[src/rtl/div_pkg.sv]
// Shared widths and controller state encoding for the arbitrated restoring divider.
package div_pkg;

    localparam int unsigned DEF_WN = 8;
    localparam int unsigned DEF_WD = 6;
    localparam int unsigned DEF_WR = DEF_WN + DEF_WD;

    typedef enum logic [1:0] {
        IDLE,
        SUB,
        RESTORE,
        DONE
    } div_state_e;

endpackage

[src/rtl/div_core.sv]
// Restoring-division sequencer: alternates SUB/RESTORE for WN iterations after i_start.
module div_core
    import div_pkg::*;
#(
    parameter int unsigned WN = DEF_WN,
    parameter int unsigned WD = DEF_WD
) (
    input  logic          clk,
    input  logic          reset,
    input  logic          i_start,
    input  logic [WN-1:0] i_n,
    input  logic [WD-1:0] i_d,
    output logic          o_busy,
    output logic          o_done,
    output logic [WN-1:0] o_q,
    output logic [WD-1:0] o_r
);

    localparam int unsigned WR = WN + WD;
    localparam int unsigned WC = $clog2(WN + 1);

    div_state_e           r_state, w_state_next;
    logic signed [WR-1:0] r_rem, w_rem_next;
    logic [WR-1:0]        r_div, w_div_next;
    logic [WN-1:0]        r_q, w_q_next;
    logic [WC-1:0]        r_cnt, w_cnt_next;

    always_ff @(posedge clk) begin
        if (reset) begin
            r_state <= IDLE;
            r_rem   <= '0;
            r_div   <= '0;
            r_q     <= '0;
            r_cnt   <= '0;
        end else begin
            r_state <= w_state_next;
            r_rem   <= w_rem_next;
            r_div   <= w_div_next;
            r_q     <= w_q_next;
            r_cnt   <= w_cnt_next;
        end
    end

    always_comb begin
        w_state_next = r_state;
        w_rem_next   = r_rem;
        w_div_next   = r_div;
        w_q_next     = r_q;
        w_cnt_next   = r_cnt;
        unique case (r_state)
            IDLE: begin
                if (i_start) begin
                    w_div_next   = {{WN{1'b0}}, i_d} << (WN - 1);
                    w_rem_next   = {{WD{1'b0}}, i_n};
                    w_q_next     = '0;
                    w_cnt_next   = '0;
                    w_state_next = SUB;
                end
            end
            SUB: begin
                w_rem_next   = r_rem - $signed(r_div);
                w_state_next = RESTORE;
            end
            RESTORE: begin
                // Negative trial remainder: undo the subtract and shift in a zero.
                if (r_rem[WR-1]) begin
                    w_rem_next = r_rem + $signed(r_div);
                    w_q_next   = {r_q[WN-2:0], 1'b0};
                end else begin
                    w_q_next   = {r_q[WN-2:0], 1'b1};
                end
                w_div_next   = r_div >> 1;
                w_cnt_next   = r_cnt + 1'b1;
                w_state_next = (r_cnt == WC'(WN - 1)) ? DONE : SUB;
            end
            DONE: begin
                w_state_next = IDLE;
            end
            default: begin
                w_state_next = IDLE;
            end
        endcase
    end

    assign o_busy = (r_state != IDLE);
    assign o_done = (r_state == DONE);
    assign o_q    = r_q;
    assign o_r    = r_rem[WD-1:0];

endmodule

[src/rtl/div_arb.sv]
// Two-requester round-robin front end for the shared divider, with registered results.
module div_arb
    import div_pkg::*;
#(
    parameter int unsigned WN = DEF_WN,
    parameter int unsigned WD = DEF_WD
) (
    input  logic          clk,
    input  logic          reset,
    input  logic          req0,
    input  logic          req1,
    input  logic [WN-1:0] n0_in,
    input  logic [WN-1:0] n1_in,
    input  logic [WD-1:0] d0_in,
    input  logic [WD-1:0] d1_in,
    output logic          gnt0,
    output logic          gnt1,
    output logic          busy,
    output logic          valid_out,
    output logic [WN-1:0] q_out,
    output logic [WD-1:0] r_out,
    output logic          id_out,
    output logic          dz_out
);

    logic          r_last;  // 1: requester 1 was served last
    logic          r_id;
    logic          r_dz;
    logic          w_pick1;
    logic          w_start;
    logic          w_done;
    logic [WN-1:0] w_n;
    logic [WD-1:0] w_d;
    logic [WN-1:0] w_q;
    logic [WD-1:0] w_r;

    always_comb begin
        w_pick1 = req1 & (~req0 | ~r_last);
        w_start = ~reset & ~busy & (req0 | req1);
        gnt0    = w_start & ~w_pick1;
        gnt1    = w_start & w_pick1;
        w_n     = w_pick1 ? n1_in : n0_in;
        w_d     = w_pick1 ? d1_in : d0_in;
    end

    div_core #(
        .WN(WN),
        .WD(WD)
    ) u_core (
        .clk    (clk),
        .reset  (reset),
        .i_start(w_start),
        .i_n    (w_n),
        .i_d    (w_d),
        .o_busy (busy),
        .o_done (w_done),
        .o_q    (w_q),
        .o_r    (w_r)
    );

    always_ff @(posedge clk) begin
        if (reset) begin
            r_last    <= 1'b1;
            r_id      <= 1'b0;
            r_dz      <= 1'b0;
            valid_out <= 1'b0;
            q_out     <= '0;
            r_out     <= '0;
            id_out    <= 1'b0;
            dz_out    <= 1'b0;
        end else begin
            if (w_start) begin
                r_last <= w_pick1;
                r_id   <= w_pick1;
                r_dz   <= (w_d == '0);
            end
            valid_out <= w_done;
            if (w_done) begin
                q_out  <= w_q;
                r_out  <= w_r;
                id_out <= r_id;
                dz_out <= r_dz;
            end
        end
    end

endmodule

[config.mk]
export PLATFORM = sky130hd
export DESIGN_NAME = div_arb
export DESIGN_NICKNAME = d
export VERILOG_FILES = /design/src/rtl/div_pkg.sv /design/src/rtl/div_core.sv /design/src/rtl/div_arb.sv
export SDC_FILE = /design/constraint.sdc
export NUM_CORES = 1
export LEC_CHECK = 0
export CAP_MARGIN = 20
export CORE_ASPECT_RATIO = 1.4
export CORE_UTILIZATION = 40
export CTS_CLUSTER_DIAMETER = 150
export DETAILED_ROUTE_END_ITERATION = 8
export HOLD_SLACK_MARGIN = 0.05
export SYNTH_ARGS = -nofsm -noshare
export SYNTH_HDL_FRONTEND = slang
export SYNTH_HIERARCHICAL = 1
export SYNTH_SLANG_ARGS = --single-unit
[constraint.sdc]
create_clock -name clk -period 2.3 [get_ports clk]
set_input_delay 0.575 -clock clk [delete_from_list [all_inputs] [get_ports clk]]
set_output_delay 0.575 -clock clk [all_outputs]
set_load 0.01 [all_outputs]
### Yosys cells after proc, flatten, opt, wreduce, memory -nomap -nowiden

Cells that the tools add are included.

| word-level totals | value |
|---|---|
| register bits | 62 |
| bits in latches | 0 |
| bits in writable memories | 0 |
| memory bits (read-only) | 0 |
| input port bits | 32 |
| output and inout port bits | 20 |
| memories | 0 |

| cells by class | value |
|---|---|
| add/sub/neg operators | 3 |
| multiply operators | 0 |
| divide/modulo/power cells | 0 |
| magnitude comparators | 0 |
| eq/ne operators | 6 |
| shifts and indexed selects | 0 |
| muxes and demuxes | 15 |
| bitwise operators | 12 |
| reduce and logical (&&, ||, !) cells | 8 |

Operators by type and width:

| kind | count |
|---|---|
| 14-bit 2-to-1 mux | 3 |
| 14-bit one-hot mux with 3 select lines | 1 |
| 14-bit one-hot mux with 2 select lines | 1 |
| 8-bit 2-to-1 mux | 2 |
| 8-bit one-hot mux with 2 select lines | 1 |
| 14-bit adder | 1 |
| 14-bit subtractor | 1 |
| 2-bit one-hot mux with 4 select lines | 1 |
| 4-bit one-hot mux with 2 select lines | 1 |
| 6-bit logical NOT | 1 |
| 6-bit 2-to-1 mux | 1 |
| 1-bit bitwise AND | 5 |
| 1-bit NOT | 5 |
| 4-bit by 1-bit adder with 4-bit output (second input constant) | 1 |
| 2-bit == test (second input constant) | 2 |
| 4-bit by 3-bit == test with 1-bit output (second input constant) | 1 |
| 2-bit 2-to-1 mux | 2 |
| 4-bit 2-to-1 mux | 1 |
| 2-bit by 1-bit inequality test with 1-bit output (second input constant) | 2 |
| 2-bit AND reduction | 2 |
| 2-bit nonzero test | 2 |
| 3-bit AND reduction | 1 |
| 3-bit nonzero test | 1 |
| 2-bit by 1-bit == test with 1-bit output (second input constant) | 1 |
| 3 further kinds | 4 |

### Logic depth before layout (Yosys ltp)

| depth | value |
|---|---|
| word-level depth | 6 |
| mapped depth | 12 |

### Modules after synthesis

Netlist, hierarchy kept.

By module, submodules not included:

| module | instances | cells each | area each (µm²) | sequential area each (µm²) |
|---|---|---|---|---|
| div_core | 1 | 381 | 3056.7 | 820.8 |
| div_arb | 1 | 89 | 938.4 | 400.4 |

### Worst setup path after synthesis

No wires, ideal clock.

| timing | value |
|---|---|
| path kind | register -> register |
| start point | register u_core.r_state[0] |
| end point | register u_core.r_rem[12] |
| setup time | 0.072 ns |
| arrival | 2.450 ns |
| data required time | 2.228 ns |
| setup slack | -0.222 ns |
| cell stages (with the launch flop) | 13 |
| buffers on the path | 0 |
| period minus slack after synthesis | 2.522 ns |
| cell sequence | dfxtp_1 -> inv_1 -> ha_1 -> inv_1 -> o21bai_2 -> nor2_1 -> and2b_1 -> nor2_1 -> o21ai_1 -> nor3_1 -> o21ai_0 -> o31ai_1 -> a2bb2oi_1 |

| between the ends | value |
|---|---|
| cells in the longest elaborated chain, start to end | 6 |
| elaborated cells on any way between the ends | 12 |
| those cells by class | eq/ne: 4; mux: 1; bitwise: 3; reduce/logical: 4 |

RTL lines:

| element | RTL line | RTL |
|---|---|---|
| start, declared | div_core.sv:22 | `div_state_e r_state, w_state_next;` |
| start signal, assigned | div_core.sv:36 | `r_state <= w_state_next;` |
| 2-bit nonzero test | div_core.sv:85 | `assign o_busy = (r_state != IDLE);` |
| net busy | div_arb.sv:18 | `output logic busy,` |
| 1-bit NOT | div_arb.sv:39 | `w_start = ~reset & ~busy & (req0 \| req1);` |
| 1-bit bitwise AND (2 in series) | div_arb.sv:39 |  |
| net w_start | div_arb.sv:30 | `logic w_start;` |
| 2-bit by 1-bit inequality test with 1-bit output (no source line) | -- |  |
| 3-bit AND reduction (no source line) | -- |  |
| end signal, assigned | div_core.sv:37 | `r_rem <= w_rem_next;` |
| end, declared | div_core.sv:23 | `logic signed [WR-1:0] r_rem, w_rem_next;` |

The timed path passes the listed nets, and every way through them passes these cells.
A chain may end at the register's enable or synchronous reset.

### Worst setup path after layout

| timing | value |
|---|---|
| start point | register u_core.r_rem[0] |
| end point | register u_core.r_rem[13] |

| between the ends | value |
|---|---|
| cells in the longest elaborated chain, start to end | 3 |
| elaborated cells on any way between the ends | 4 |
| those cells by class | add/sub: 2; mux: 2 |

RTL lines:

| element | RTL line | RTL |
|---|---|---|
| 14-bit adder | div_core.sv:67 | `w_rem_next = r_rem + $signed(r_div);` |
| 14-bit 2-to-1 mux | div_core.sv:66 | `if (r_rem[WR-1]) begin` |
| 14-bit one-hot mux with 3 select lines * | div_core.sv:50 | `unique case (r_state)` |

Every way passes the cells marked *; elsewhere a longest branch is shown, timed or not. The select of a mux whose other input is x is not followed.

==> flow_summary_export.csv <==
group,metric,value,unit
run_status,status,"finished, final reports clean",
sta,finalHoldViolCount,0,
setup_path,startpoint_type,"flop",
sta,fmax,0.4448,GHz
finish,fillCellCount,899,
die,die_w,86.47,µm
logic_synthesis,synthFlopType,"dfxtp_1",
pwr,power,6417,µW
logic_synthesis,yosysTopAreaCellShare,0.3057,
die,dieHeight,120.3,µm
clock_tree,clkSlewWorstSetupHoldPaths,0.06,ns
pwr,p_int,3719,µW
die,initial_core_util,0.4177,
logic_synthesis,synth_area_leaders,"dfxtp_1, ha_1, nor2_1, mux2i_1, a22oi_1",
sta,period_share,0.9775,
placement,portBuffers,51,
placement,postPlaceCellArea,5085,µm²
setup_path,path_class,"reg -> reg",
grt,grt_max_degree,42,
logic_synthesis,synth-seq-cells,61,
detailed_routing,first_iter_violations,181,
finish,finalNetCount,647,
sta,period_needed,2.248,ns
finish,syn2layout_area_growth,40.81,%
setup_path,worstPathArrival,2.47,ns
clock_tree,root_buffer,"clkbuf_16",
clock_tree,h-tree-depth,3,
setup_path,path_cells,"inv_1, ha_2, buf_4, nor2b_4, o31a_2, o21ai_4, a311o_2, a2111oi_2, a211o_1, a311o_1",
die,dieArea,10400,µm²
clock_tree,clock-sinks,61,
pwr,leakage,0.002226,µW
setup_path,endpoint_kind,"flop",
finish,multi_input_area,2723,µm²
grt,first_global_vias,3833,
pwr,swShare,0.4204,
detailed_routing,drt_first_pass_iters,4,
finish,n_antenna_cell,0,
clock_tree,ctsHoldBuffers,0,
logic_synthesis,synthesis.nets,535,
logic_synthesis,yosysSeqAreaShare,0.3057,
die,core_area,9564,µm²
pwr,pwr-share-clk,0.203,
pwr,p_seq_frac,0.221,
finish,regArea,1235,µm²
clock_tree,tritoncts,"yes",
setup_path,crit_path_max_incr_delay,0.36,ns
setup_path,cp_slowest_cell,"dfxtp_4",
sta,rsz0062_at_grt,"true",
grt,antenna_found_initial,0,
detailed_routing,drc,0,
logic_synthesis,synth.avg_cell_area,8.500,µm²
sta,holdWs,0.4935,ns
sta,setup_tns,0,ns
sta,drv_slew,0,
detailed_routing,viasPerCell,5.346,
clock_tree,clock_latency,0.33,ns
placement,gp_routability_congestion,0.9129,
grt,grt_overflow,0,
clock_tree,cts-buffers-inserted,9,
pwr,power.switching,2698,µW
finish,post-route-cell-area,5625,µm²
detailed_routing,wl,11.44,mm
logic_synthesis,netlist_instances,470,
die,io_pins,52,
hold_path,hold_class,"reg -> reg",
logic_synthesis,synth_top_cell_by_area,"dfxtp_1",
logic_synthesis,yosysUniqueCellTypes,64,
detailed_routing,vias,3844,
logic_synthesis,yosysWarnings,6,
detailed_routing,antenna_left,0,
placement,pre_cts_slack,-0.5572,ns
sta,relSlewSlack,0.7187,
pwr,peakVddDrop,568.8,µV
grt,groute.usage.overall,0.2293,
setup_path,rrSetupSlack,0.05,ns
logic_synthesis,synth_edf_count,0,
pwr,combPwrFrac,0.577,
logic_synthesis,synth-async-reset-ratio,0,
finish,drive_gt1_frac,0.2692,
pwr,p_per_area,1141,nW/µm²
sta,clock_skew,0.004533,ns
setup_path,path_max_fanout,4,
flow_run,maxCapViolCount,0,
grt,grt_pass1_wl,18.28,mm
clock_tree,clockBufferDepth,2,
sta,worst_slew_pin_slew,0.4220,ns
placement,dp_hpwl,8.701,mm
detailed_routing,routedWlPerCell,15.92,µm
sta,setup_ws,0.05179,ns
logic_synthesis,syn_area,3995,µm²
die,rows,42,
sta,setup_viol,0,
setup_path,critical_path_required,2.52,ns
cell families after synthesis:
| logic type | share of synthesized area |
|---|---|
| AND/OR/NAND/NOR | 0.1519 |
| buffers and inverters | 0.06451 |
| flip-flops | 0.3057 |
| multiplexers | 0.09709 |
| adder cells (fa/ha/maj) | 0.1071 |
| XOR/XNOR | 0.01754 |
| AO/OA/AOI/OAI | 0.2562 |
layout by cell type (no fill, tap or decap), drive strengths merged, types with 12 or more instances in the layout:
cell / count
a21oi: 27
a22oi: 19
mux2i: 23
dfxtp: 61
buf: 79
inv: 37
clkdlybuf4s50: 46
o21ai: 16
mux2: 14
ha: 31
nor3: 12
a211oi: 18
nand2: 21
nor2: 73
layer usage:
metal / vias to the layer above / track usage / share of wire
li1: 1924 / - / -
met1: 1821 / 0.2565 / 0.41
met2: 68 / 0.4082 / 0.52
met3: 31 / 0.03003 / 0.025
met4: 0 / 0.1365 / 0.042
met5: - / 0 / 0
critical path, delay by kind of cell (launching register included):
family / cells / cell delay [ns]
flops: 1 / 0.36
buf+inv: 2 / 0.18
simple gates: 1 / 0.03
fa+ha+maj: 1 / 0.18
compound gates: 6 / 1.38
cell usage after synthesis, types with 4 or more instances:
| library cell | n |
|---|---|
| a211oi_1 | 17 |
| a21oi_1 | 27 |
| a221oi_1 | 4 |
| a22oi_1 | 19 |
| a311o_1 | 4 |
| a31oi_1 | 4 |
| buf_2 | 4 |
| buf_4 | 8 |
| clkbuf_1 | 14 |
| dfxtp_1 | 61 |
| ha_1 | 31 |
| inv_1 | 31 |
| mux2_1 | 7 |
| mux2_2 | 7 |
| mux2i_1 | 23 |
| nand2_1 | 21 |
| nand2b_1 | 8 |
| nor2_1 | 73 |
| nor2b_1 | 5 |
| nor3_1 | 12 |
| o21ai_0 | 12 |
| o221ai_1 | 4 |
| xnor2_1 | 4 |
| xor2_1 | 4 |
worst paths after layout:
kind	start	end	cells past startpoint
max	u_core/r_rem[0]$_SDFFE_PP0P_	u_core/r_rem[13]$_SDFFE_PP0P_	10
min	q_out[4]$_SDFFE_PP0P_	q_out[4]$_SDFFE_PP0P_	2
max reg2reg	u_core/r_rem[0]$_SDFFE_PP0P_	u_core/r_rem[13]$_SDFFE_PP0P_	10
min reg2reg	q_out[4]$_SDFFE_PP0P_	q_out[4]$_SDFFE_PP0P_	2
layout make-up:
cell class	instances	share of cell area
Inverter	32	0.02135
Sequential cell	61	0.2195
Tap cell	132	0.02936
Timing Repair Buffer	128	0.1946
Multi-Input combinational cell	350	0.4840
Clock inverter	7	0.01112
Clock buffer	9	0.04004
power groups by stage:
stage | clock network, µW | registers, µW | logic (µW)
3_5_place_dp | 0 | 1410 | 3340
2_1_floorplan | 0 | 1380 | 2150
3_3_place_gp | 0 | 1410 | 3300
4_1_cts | 1330 | 1400 | 3470
5_1_grt | 1380 | 1430 | 4010
6_report | 1300 | 1420 | 3700
registers in the layout (all words and copies together) (netlist names):
| name | cells |
|---|---|
| dz_out | 1 |
| id_out | 1 |
| q_out | 8 |
| r_dz | 1 |
| r_id | 1 |
| r_last | 1 |
| r_out | 6 |
| u_core/o_q | 8 |
| u_core/r_cnt | 4 |
| u_core/r_div | 13 |
| u_core/r_rem | 14 |
| u_core/r_state | 2 |
| valid_out | 1 |
metrics by stage:
stage                     std cells  utilization
after global routing            719       0.5882
after detailed placement        694       0.5317
after global placement          694       0.5317
final                           719       0.5882
after floorplan                 470            -
after CTS                       714       0.5718
repair_timing:
action | 4_1_cts | 5_1_grt
setup endpoints to repair | 10 | 11
endpoints found under the hold margin | 0 | 0
resized for setup | 25 | 30
pin swaps | 9 | 10
buffers inserted | 4 | 6
gates cloned | 0 | 0
(Power assumes the default switching activity.)
